===== config.mk =====
export PLATFORM = sky130hd
export DESIGN_NAME = verinject_injection_sequencer
export DESIGN_NICKNAME = d
export VERILOG_FILES = /design/src/rtl/verinject_injection_sequencer.sv
export SDC_FILE = /design/constraint.sdc
export NUM_CORES = 1
export LEC_CHECK = 0
export BUFFER_PORTS_ARGS = -buffer_cell sky130_fd_sc_hd__buf_2
export CORE_MARGIN = 2
export CORE_UTILIZATION = 58
export DETAILED_ROUTE_END_ITERATION = 7
export GPL_TIMING_DRIVEN = 0
export PLACE_DENSITY = 0.9
export SYNTH_ARGS = -nofsm -noshare
export SYNTH_HDL_FRONTEND = slang
export SYNTH_SLANG_ARGS = --single-unit
export TNS_END_PERCENT = 50

===== constraint.sdc =====
create_clock -name clock -period 6.9 [get_ports clock]
set_input_delay 0.345 -clock clock [delete_from_list [all_inputs] [get_ports clock]]
set_output_delay 0.345 -clock clock [all_outputs]
set_load 0.03 [all_outputs]

===== src/rtl/verinject_injection_sequencer.sv =====
// Injection sequencer: queues (cycle, bit) commands and broadcasts each bit index on
// its due cycle. Define VERINJECT_SEQ_LATE_DROP_EN to drop late commands instead of firing them.
module verinject_injection_sequencer #(
  parameter int DEPTH = 4
) (
  input  logic        clock,
  input  logic        reset,
  input  logic        cmd_valid,
  output logic        cmd_ready,
  input  logic [31:0] cmd_cycle,
  input  logic [31:0] cmd_bit,
  input  logic        clear_req,
  output logic [31:0] verinject__injector_state,
  output logic [31:0] cycle_now,
  output logic        busy,
  output logic [15:0] inject_count
);

  localparam int PW = $clog2(DEPTH);
  localparam logic [1:0] ST_IDLE  = 2'd0;
  localparam logic [1:0] ST_WAIT  = 2'd1;
  localparam logic [1:0] ST_FIRE  = 2'd2;
  localparam logic [1:0] ST_CLEAR = 2'd3;
  localparam logic [31:0] IDLE_VALUE  = 32'hFFFF_FFFF;
  localparam logic [31:0] CLEAR_VALUE = 32'hFFFF_FFFE;
  localparam logic [PW:0] DEPTH_CNT   = (PW+1)'(DEPTH);

  // The two reserved injector-state codes are never queued: they would collide with idle/clear.
  function automatic logic is_reserved(input logic [31:0] value);
    return (value[31:1] == 31'h7FFF_FFFF);
  endfunction

  logic [31:0] fifo_cycle_r [DEPTH];
  logic [31:0] fifo_bit_r   [DEPTH];
  logic [PW-1:0] rd_ptr_r;
  logic [PW-1:0] wr_ptr_r;
  logic [PW:0]   count_r;
  logic [PW:0]   count_next_s;
  logic [1:0]    state_r;
  logic [1:0]    state_s;
  logic [31:0]   cycle_r;
  logic [31:0]   cycle_next_s;
  logic [31:0]   out_r;
  logic [31:0]   out_s;
  logic [15:0]   inj_r;
  logic          accept_s;
  logic          push_s;
  logic          pop_s;
  logic          fire_s;
  logic          head_due_s;
`ifdef VERINJECT_SEQ_LATE_DROP_EN
  logic          head_late_s;
`endif

  assign cmd_ready                = (count_r != DEPTH_CNT);
  assign accept_s                 = cmd_valid && cmd_ready;
  assign push_s                   = accept_s && !is_reserved(cmd_bit);
  assign verinject__injector_state = out_r;
  assign cycle_now                = cycle_r;
  assign inject_count             = inj_r;
  assign busy                     = (state_r != ST_IDLE) || (count_r != {(PW+1){1'b0}}) || clear_req;

  // Decide what the next cycle drives; decisions look one cycle ahead so the output lands on cmd_cycle.
  always_comb begin
    cycle_next_s = (cycle_r == IDLE_VALUE) ? cycle_r : cycle_r + 32'd1;
    head_due_s   = (count_r != {(PW+1){1'b0}}) && (fifo_cycle_r[rd_ptr_r] <= cycle_next_s);
`ifdef VERINJECT_SEQ_LATE_DROP_EN
    head_late_s  = (fifo_cycle_r[rd_ptr_r] < cycle_next_s);
`endif
    pop_s  = 1'b0;
    fire_s = 1'b0;
    out_s  = IDLE_VALUE;
    if (clear_req) begin
      out_s = CLEAR_VALUE;
    end else if (head_due_s) begin
      pop_s = 1'b1;
`ifdef VERINJECT_SEQ_LATE_DROP_EN
      fire_s = !head_late_s;
`else
      fire_s = 1'b1;
`endif
      if (fire_s) begin
        out_s = fifo_bit_r[rd_ptr_r];
      end else begin
        out_s = IDLE_VALUE;
      end
    end else begin
      pop_s = 1'b0;
    end
    count_next_s = count_r + {{PW{1'b0}}, push_s} - {{PW{1'b0}}, pop_s};
    if (clear_req) begin
      state_s = ST_CLEAR;
    end else if (fire_s) begin
      state_s = ST_FIRE;
    end else if (count_next_s != {(PW+1){1'b0}}) begin
      state_s = ST_WAIT;
    end else begin
      state_s = ST_IDLE;
    end
  end

  // Command storage; pointers and count carry the validity, so the payload needs no reset.
  always_ff @(posedge clock) begin
    if (push_s) begin
      fifo_cycle_r[wr_ptr_r] <= cmd_cycle;
      fifo_bit_r[wr_ptr_r]   <= cmd_bit;
    end
  end

  // Sequencer state, queue pointers, counters and the broadcast register.
  always_ff @(posedge clock or posedge reset) begin
    if (reset) begin
      rd_ptr_r <= {PW{1'b0}};
      wr_ptr_r <= {PW{1'b0}};
      count_r  <= {(PW+1){1'b0}};
      state_r  <= ST_IDLE;
      cycle_r  <= 32'd0;
      out_r    <= IDLE_VALUE;
      inj_r    <= 16'd0;
    end else begin
      cycle_r <= cycle_next_s;
      out_r   <= out_s;
      state_r <= state_s;
      count_r <= count_next_s;
      if (push_s) begin
        wr_ptr_r <= wr_ptr_r + {{(PW-1){1'b0}}, 1'b1};
      end
      if (pop_s) begin
        rd_ptr_r <= rd_ptr_r + {{(PW-1){1'b0}}, 1'b1};
      end
      if (fire_s && (inj_r != 16'hFFFF)) begin
        inj_r <= inj_r + 16'd1;
      end
    end
  end

endmodule


==> run metrics, run 1 <==
final setup margin 1.08 ns; uppermost layer routed met5; clock sinks around 350; clock root buffer clkbuf_16; Switch Pwr 1.94 mW; Detail Route met2 WL 14100 um; combinational share of power between 20 and 30%; DR pass1 iterations 5; synth warn 0; Post-CTS Hold Buffers 2; Clock Latency Late Sink between 0.5 and 0.6 ns; CP dominant cell by count buf_2; RSZ-0062 raised after global routing false; share of async-settable or async-resettable flops after synthesis 25.8%; number of global-route vias before repair 8137; syn_nets between 900 and 1000; Worst Skew slightly above 0.02 ns; LEAKAGE 6.16 nW; arrival time worst endpoint a little over 6 ns; layout cells sized above 1 32.8%; synth top area cells edfxtp_1 (55%), mux4_2 (10%), dfrtp_1 (10%); outcome finished, final reports clean; CP Launch Type flop; gr ovfl total 0; max_cap viols 0; maximum vdd ir drop 0.274 mV; Synth Flop Type edfxtp_1; Resized cells post-CTS 0; EDFF count, synth 256; GRT Total Usage around 23%; Layout area overhead 17.5%; Slowest-stage cell, CP mux4_2; initial antenna violation count 3; syn_area_per_cell 17.7 um2; Slew HR around 42%; crit-path cells buf_2 -> buf_2 -> buf_2 -> mux4_2 -> ha_1 -> a21oi_1 -> o21ai_0 -> a221oi_1 -> o22ai_2 -> nor3_2 -> buf_2 -> buf_4 -> ha_1 -> inv_1 -> ha_1 -> inv_1 -> fa_1 -> xnor2_1 -> xnor2_1 -> nor4_1 -> nor2_1; endpoints failing setup 0; Min Clock Period, post-route between 5 and 6 ns; post-synth top area share 54.8%; largest area contributor in the netlist edfxtp_1; core box area approximately 24000 um2; Clock transition at path regs ~0.06 ns; Final Wtd Congestion 0.892; routed vias/inst 5.79; residual DRC count 0; Final Cycle Share a little over four fifths; vias 7736; synthesized flop and latch total 345; CTS tree built; Crit. End Element flop; Pins Over Slew Limit 0; DIE AREA 25500 um2; die width ~160 um; required time of the critical path 7.30 ns; initial drt markers about 690; DRT antenna net count 0; DP Worst Slack approximately 0.97 ns; row count 56; WL met3 2030 um; Worst Tran Pin Value 0.864 ns; I/O Pins 150; Routed met1 length 11500 um; total CTS buffers 35; clock network power share 28.5%; Initial Util 59.4%; critical path peak fanout 10; Nets 1096; htree depth 2; pwr/cell area 395 nW/um2; CP max stage delay 0.56 ns; WS Path Type flop to flop; Post-DP Area 15300 um2; max frequency 172 MHz; Post-DP HPWL 18600 um; P_int about 4.6 mW; final hold vios 0; Die Y roughly 160 um; sequential power share 43.4%; wire length per cell 21.3 um; library cells used by synthesis 55; CTS max path bufs 3; Net Sw Frac 29.7%; Mapped Area around 14000 um2; Mapped Cells 794; Port Buffers 149; Post-CTS Setup Repair Bufs 0; Seq/Total Area, Yosys 70.9%; min-delay worst type input pin to flop; post-route cell area 16500 um2; largest net degree at the start of global routing 58; post-route setup TNS 0 ns; first-pass GRT wire length approximately 45000 um; Final Routed Wirelength 28400 um
==> final timing paths <==
path                                            endpoint             start  slack [ns]  cells after the start
setup / recovery                              state_r[0]       rd_ptr_r[0]        1.08                     21
hold / removal                        fifo_cycle_r[3][5]      cmd_cycle[5]        0.05                      1
setup reg to reg                              state_r[0]       rd_ptr_r[0]        1.08                     21
hold reg to reg                         inject_count[11]  inject_count[11]        0.49                      1
max in group asynchronous  verinject__injector_state[11]             reset        5.81                      4
min in group asynchronous                   cycle_now[4]             reset        0.40                      3
==> sequential cells by signal, summed over array words and instances, names as in the netlist <==
register	cells
fifo_bit_r	128
count_r	3
fifo_cycle_r	128
verinject__injector_state	32
cycle_now	32
inject_count	16
state_r	2
rd_ptr_r	2
wr_ptr_r	2
==> power groups by stage <==
stage	Sequential, mW	Combinational (mW)	Clock (mW)
6_report	2.83	1.83	1.86
5_1_grt	2.86	1.99	1.97
4_1_cts	2.83	1.86	1.89
2_1_floorplan	3.01	1.14	0
3_3_place_gp	2.88	1.73	0
3_5_place_dp	2.87	1.84	0
==> metrics by stage <==
stage               std cells  utilization (%)  hold slack [ns]  power (mW)
floorplan                 794                -            0.378        4.15
global placement         1262             64.3            0.475        4.60
detailed placement       1267             64.9            0.385        4.71
CTS                      1333             69.8           0.0265        6.58
global route             1334             69.8           0.0382        6.82
finish                   1336             69.8           0.0455        6.52
==> cell families (layout without fill, tap and decap cells) <==
logic type / Yosys count / count (layout) / share of synthesized area (%)
muxes: 68 / 68 / 10.6
AOI/OAI and AO/OA: 34 / 34 / 1.55
adders and majority gates: 41 / 41 / 3.71
other: 0 / 3 / 0
buffers and inverters: 51 / 271 / 1.45
xor gates and xnor gates: 60 / 60 / 3.80
and+or+nand+nor: 195 / 195 / 7.96
DFF: 345 / 345 / 70.9
==> routing by layer <==
metal / up-vias / GRT usage (%)
li1: 3457 / -
met1: 3901 / 30.1
met2: 310 / 38.4
met3: 66 / 5.00
met4: 2 / 7.81
met5: - / 0
==> critical path: cells and delay by family, from the launching register on <==
kind | cells | cell delay, ns
AO/OA/AOI/OAI | 4 | 0.86
XOR/XNOR | 2 | 0.28
adder cells (fa/ha/maj) | 4 | 1.07
buffers and inverters | 7 | 1.85
flip-flops | 1 | 0.42
multiplexers | 1 | 0.56
AND/OR/NAND/NOR | 3 | 0.64
==> synth_stat cells (all sizes together) (9+ instances only) <==
master    n
clkbuf   13
nor2     22
xnor2    36
nand4    25
dfstp    32
and3     15
nand3    24
a21oi    15
mux4     64
xor2     24
ha       40
dfrtp    57
edfxtp  256
nand2    38
nand2b   32
inv      29
buf       9
==> placed cells by master (no fill, tap or decap), types with 3 or more instances in the layout <==
master and instances:
o21ai_0 6, clkinvlp_4 3, a21oi_1 15, ha_1 40, and4_1 7, mux4_2 64
dfstp_2 32, nand3_1 24, diode_2 3, edfxtp_1 256, mux2_2 4, inv_1 27
clkinv_2 6, and3_1 15, nor4_1 3, bufinv_16 3, xnor2_1 36, nand2b_1 32
and2_4 4, dfrtp_1 57, clkbuf_16 36, buf_2 156, nor3_1 5, nand2_1 38
and2_1 3, xor2_1 23, clkbuf_1 17, nor2_1 21, buf_16 4, nand4_1 24
clkinv_1 8
==> area by class of cell <==
cell class / instances / area [um2]
tap: 319 / 399
buffer: 22 / 95.1
antenna: 3 / 7.51
fill: 1523 / 7120
inverter: 29 / 111
multi-input combinational: 398 / 3880
clock buffer: 42 / 943
sequential: 345 / 9950
timing repair buffer: 156 / 896
clock inverter: 22 / 198
No activity file was read; power rests on OpenSTA's default activity.
==> run 2: changes to the inputs <==
Clock period 6.9 ns to 6.1 ns, I/O delays scaled along.
==> run metrics, run 2 (synthesis results as in run 1) <==
outcome finished, final reports clean; first-pass GRT wire length 45000 um; critical path peak fanout 10; GRT Total Usage 23.0%; Die Y approximately 160 um; LEAKAGE 6.23 nW; die width about 160 um; Slew HR 44.3%; wire length per cell between 20 and 25 um; Design Power 7.39 mW; residual DRC count 0; Final Wtd Congestion about 0.89; Pins Over Slew Limit 0; Multi-input gate area around 3900 um2; initial drt markers just under 800; DRT antenna net count 0; final hold vios 0; number of global-route vias before repair 8225; CTS tree built; sequential power share 43.4%; CP Launch Type flop; pwr/cell area 443 nW/um2; commonest non-fill, non-tap cells in the layout edfxtp_1 (256), buf_2 (153), mux4_2 (64), dfrtp_1 (57), ha_1 (40); Final Cycle Share between 90% and 100%; CTS max path bufs 3; Initial Util 59.4%; Reg area 9950 um2; required time of the critical path ~6.5 ns; max frequency 177 MHz; Port Buffers 149; Crit. End Element flop; Net Sw Frac 29.7%; combinational share of power 28.1%; Layout area overhead 18.8%; core box area 23600 um2; DIE AREA approximately 25000 um2; RSZ-0062 raised after global routing false; P_int 5.19 mW; gr ovfl total 0; clock network power share between 20 and 30%; layout cells sized above 1 about 32%; Reg2Reg Depth 21; arrival time worst endpoint 6.04 ns; crit-path cells buf_2 -> clkbuf_4 -> buf_2 -> mux4_2 -> ha_1 -> nand4_1 -> nor2_1 -> and3_1 -> o22ai_2 -> nor3_2 -> buf_2 -> buf_4 -> ha_1 -> inv_1 -> ha_1 -> inv_1 -> fa_1 -> xnor2_1 -> xnor2_1 -> nor4_1 -> nor2_1; FF-to-FF setup slack 0.46 ns; clock sinks 345; Worst Skew a little over 0.02 ns; Post-CTS Setup Repair Bufs 0; CP startpoint rd_ptr_r[0]; Worst setup endpoint state_r[0]; Min Clock Period, post-route around 5.6 ns; DR pass1 iterations 5; vias 7858; total CTS buffers 35; min-delay worst type input pin to flop; Switch Pwr 2.19 mW; Crit Reg-Reg Startpoint rd_ptr_r[0]; commonest non-fill, non-tap cell in the layout edfxtp_1; Nets 1114; clock root buffer clkbuf_16; initial antenna violation count 3; Slowest-stage cell, CP mux4_2; reg-to-reg endpoint state_r[0]; Clock transition at path regs 0.06 ns; largest net degree at the start of global routing 58; routed vias/inst 5.81; htree depth 2; number of fill cells between 1500 and 2000; Post-DP HPWL roughly 19000 um; row count 56; Worst Hold Launch cmd_cycle[21]; Worst Tran Pin Value around 0.84 ns; maximum vdd ir drop about 0.31 mV; max_cap viols 0; post-route setup TNS 0 ns; endpoints failing setup 0; largest registers fifo_bit_r x128, fifo_cycle_r x128; Final Routed Wirelength between 20000 and 30000 um; CP max stage delay 0.58 ns; Clock Latency Late Sink 0.52 ns; I/O Pins 150; WS Path Type flop to flop
## run 2: layout make-up
class	instances	area share, %
Timing Repair Buffer	174	6.45
Antenna cell	2	0.0300
Inverter	29	0.668
Clock buffer	42	5.66
Sequential cell	345	59.7
Clock inverter	22	1.19
Buffer	22	0.615
Multi-Input combinational cell	398	23.3
Tap cell	319	2.39
## run 2: worst min-delay path by stage
stage                                              end  slack [ns]  cells past startpoint
after global placement                inject_count[11]        0.47                      1
after floorplan           verinject__injector_state[0]        0.34                      1
after global routing               fifo_cycle_r[2][26]       0.009                      1
after detailed placement                  cycle_now[4]        0.35                      2
final                              fifo_cycle_r[2][21]        0.02                      1
after CTS                          fifo_cycle_r[3][30]    0.000003                      1
## run 2: metrics by stage
step	instance area, um2	std cells	utilization [%]	setup slack (ns)	hold slack, ns
detailed placement	15300	1267	64.9	0.171	0.345
global route	16700	1352	70.6	0.0456	0.00888
global placement	15200	1262	64.3	0.171	0.475
finish	16700	1353	70.6	0.462	0.0173
CTS	16700	1350	70.5	0.141	0.00000294
floorplan	14000	794	-	1.02	0.338
## run 2: timing repair
item / 4_1_cts / 5_1_grt
setup endpoints to repair: 0 / 1
hold buffers: 19 / 1
resized for setup: 0 / 3
endpoints found under the hold margin: 91 / 4
## run 2: critical path, delay by kind of cell, from the launching register on
family                     cells  cell delay (ns)
muxes                          1             0.58
AOI/OAI and AO/OA              1             0.12
adders and majority gates      4             1.08
and+or+nand+nor                6             1.27
buffers and inverters          7             1.75
xor gates and xnor gates       2             0.28
DFF                            1             0.42
## run 2: power groups by stage
| stage | Clock, mW | Combinational (mW) | Sequential (mW) |
|---|---|---|---|
| after global placement | 0 | 1.95 | 3.25 |
| after CTS | 2.13 | 2.12 | 3.21 |
| final | 2.11 | 2.08 | 3.20 |
| after detailed placement | 0 | 2.08 | 3.24 |
| after floorplan | 0 | 1.29 | 3.40 |
| after global routing | 2.23 | 2.26 | 3.24 |
## run 2: layer usage
layer	global-route usage [%]	wire length, um	part of all wire [%]
met1	30.2	11600	41
met5	0	25	0.088
met4	8.10	873	3.1
met3	4.95	1850	6.5
met2	38.4	14200	50
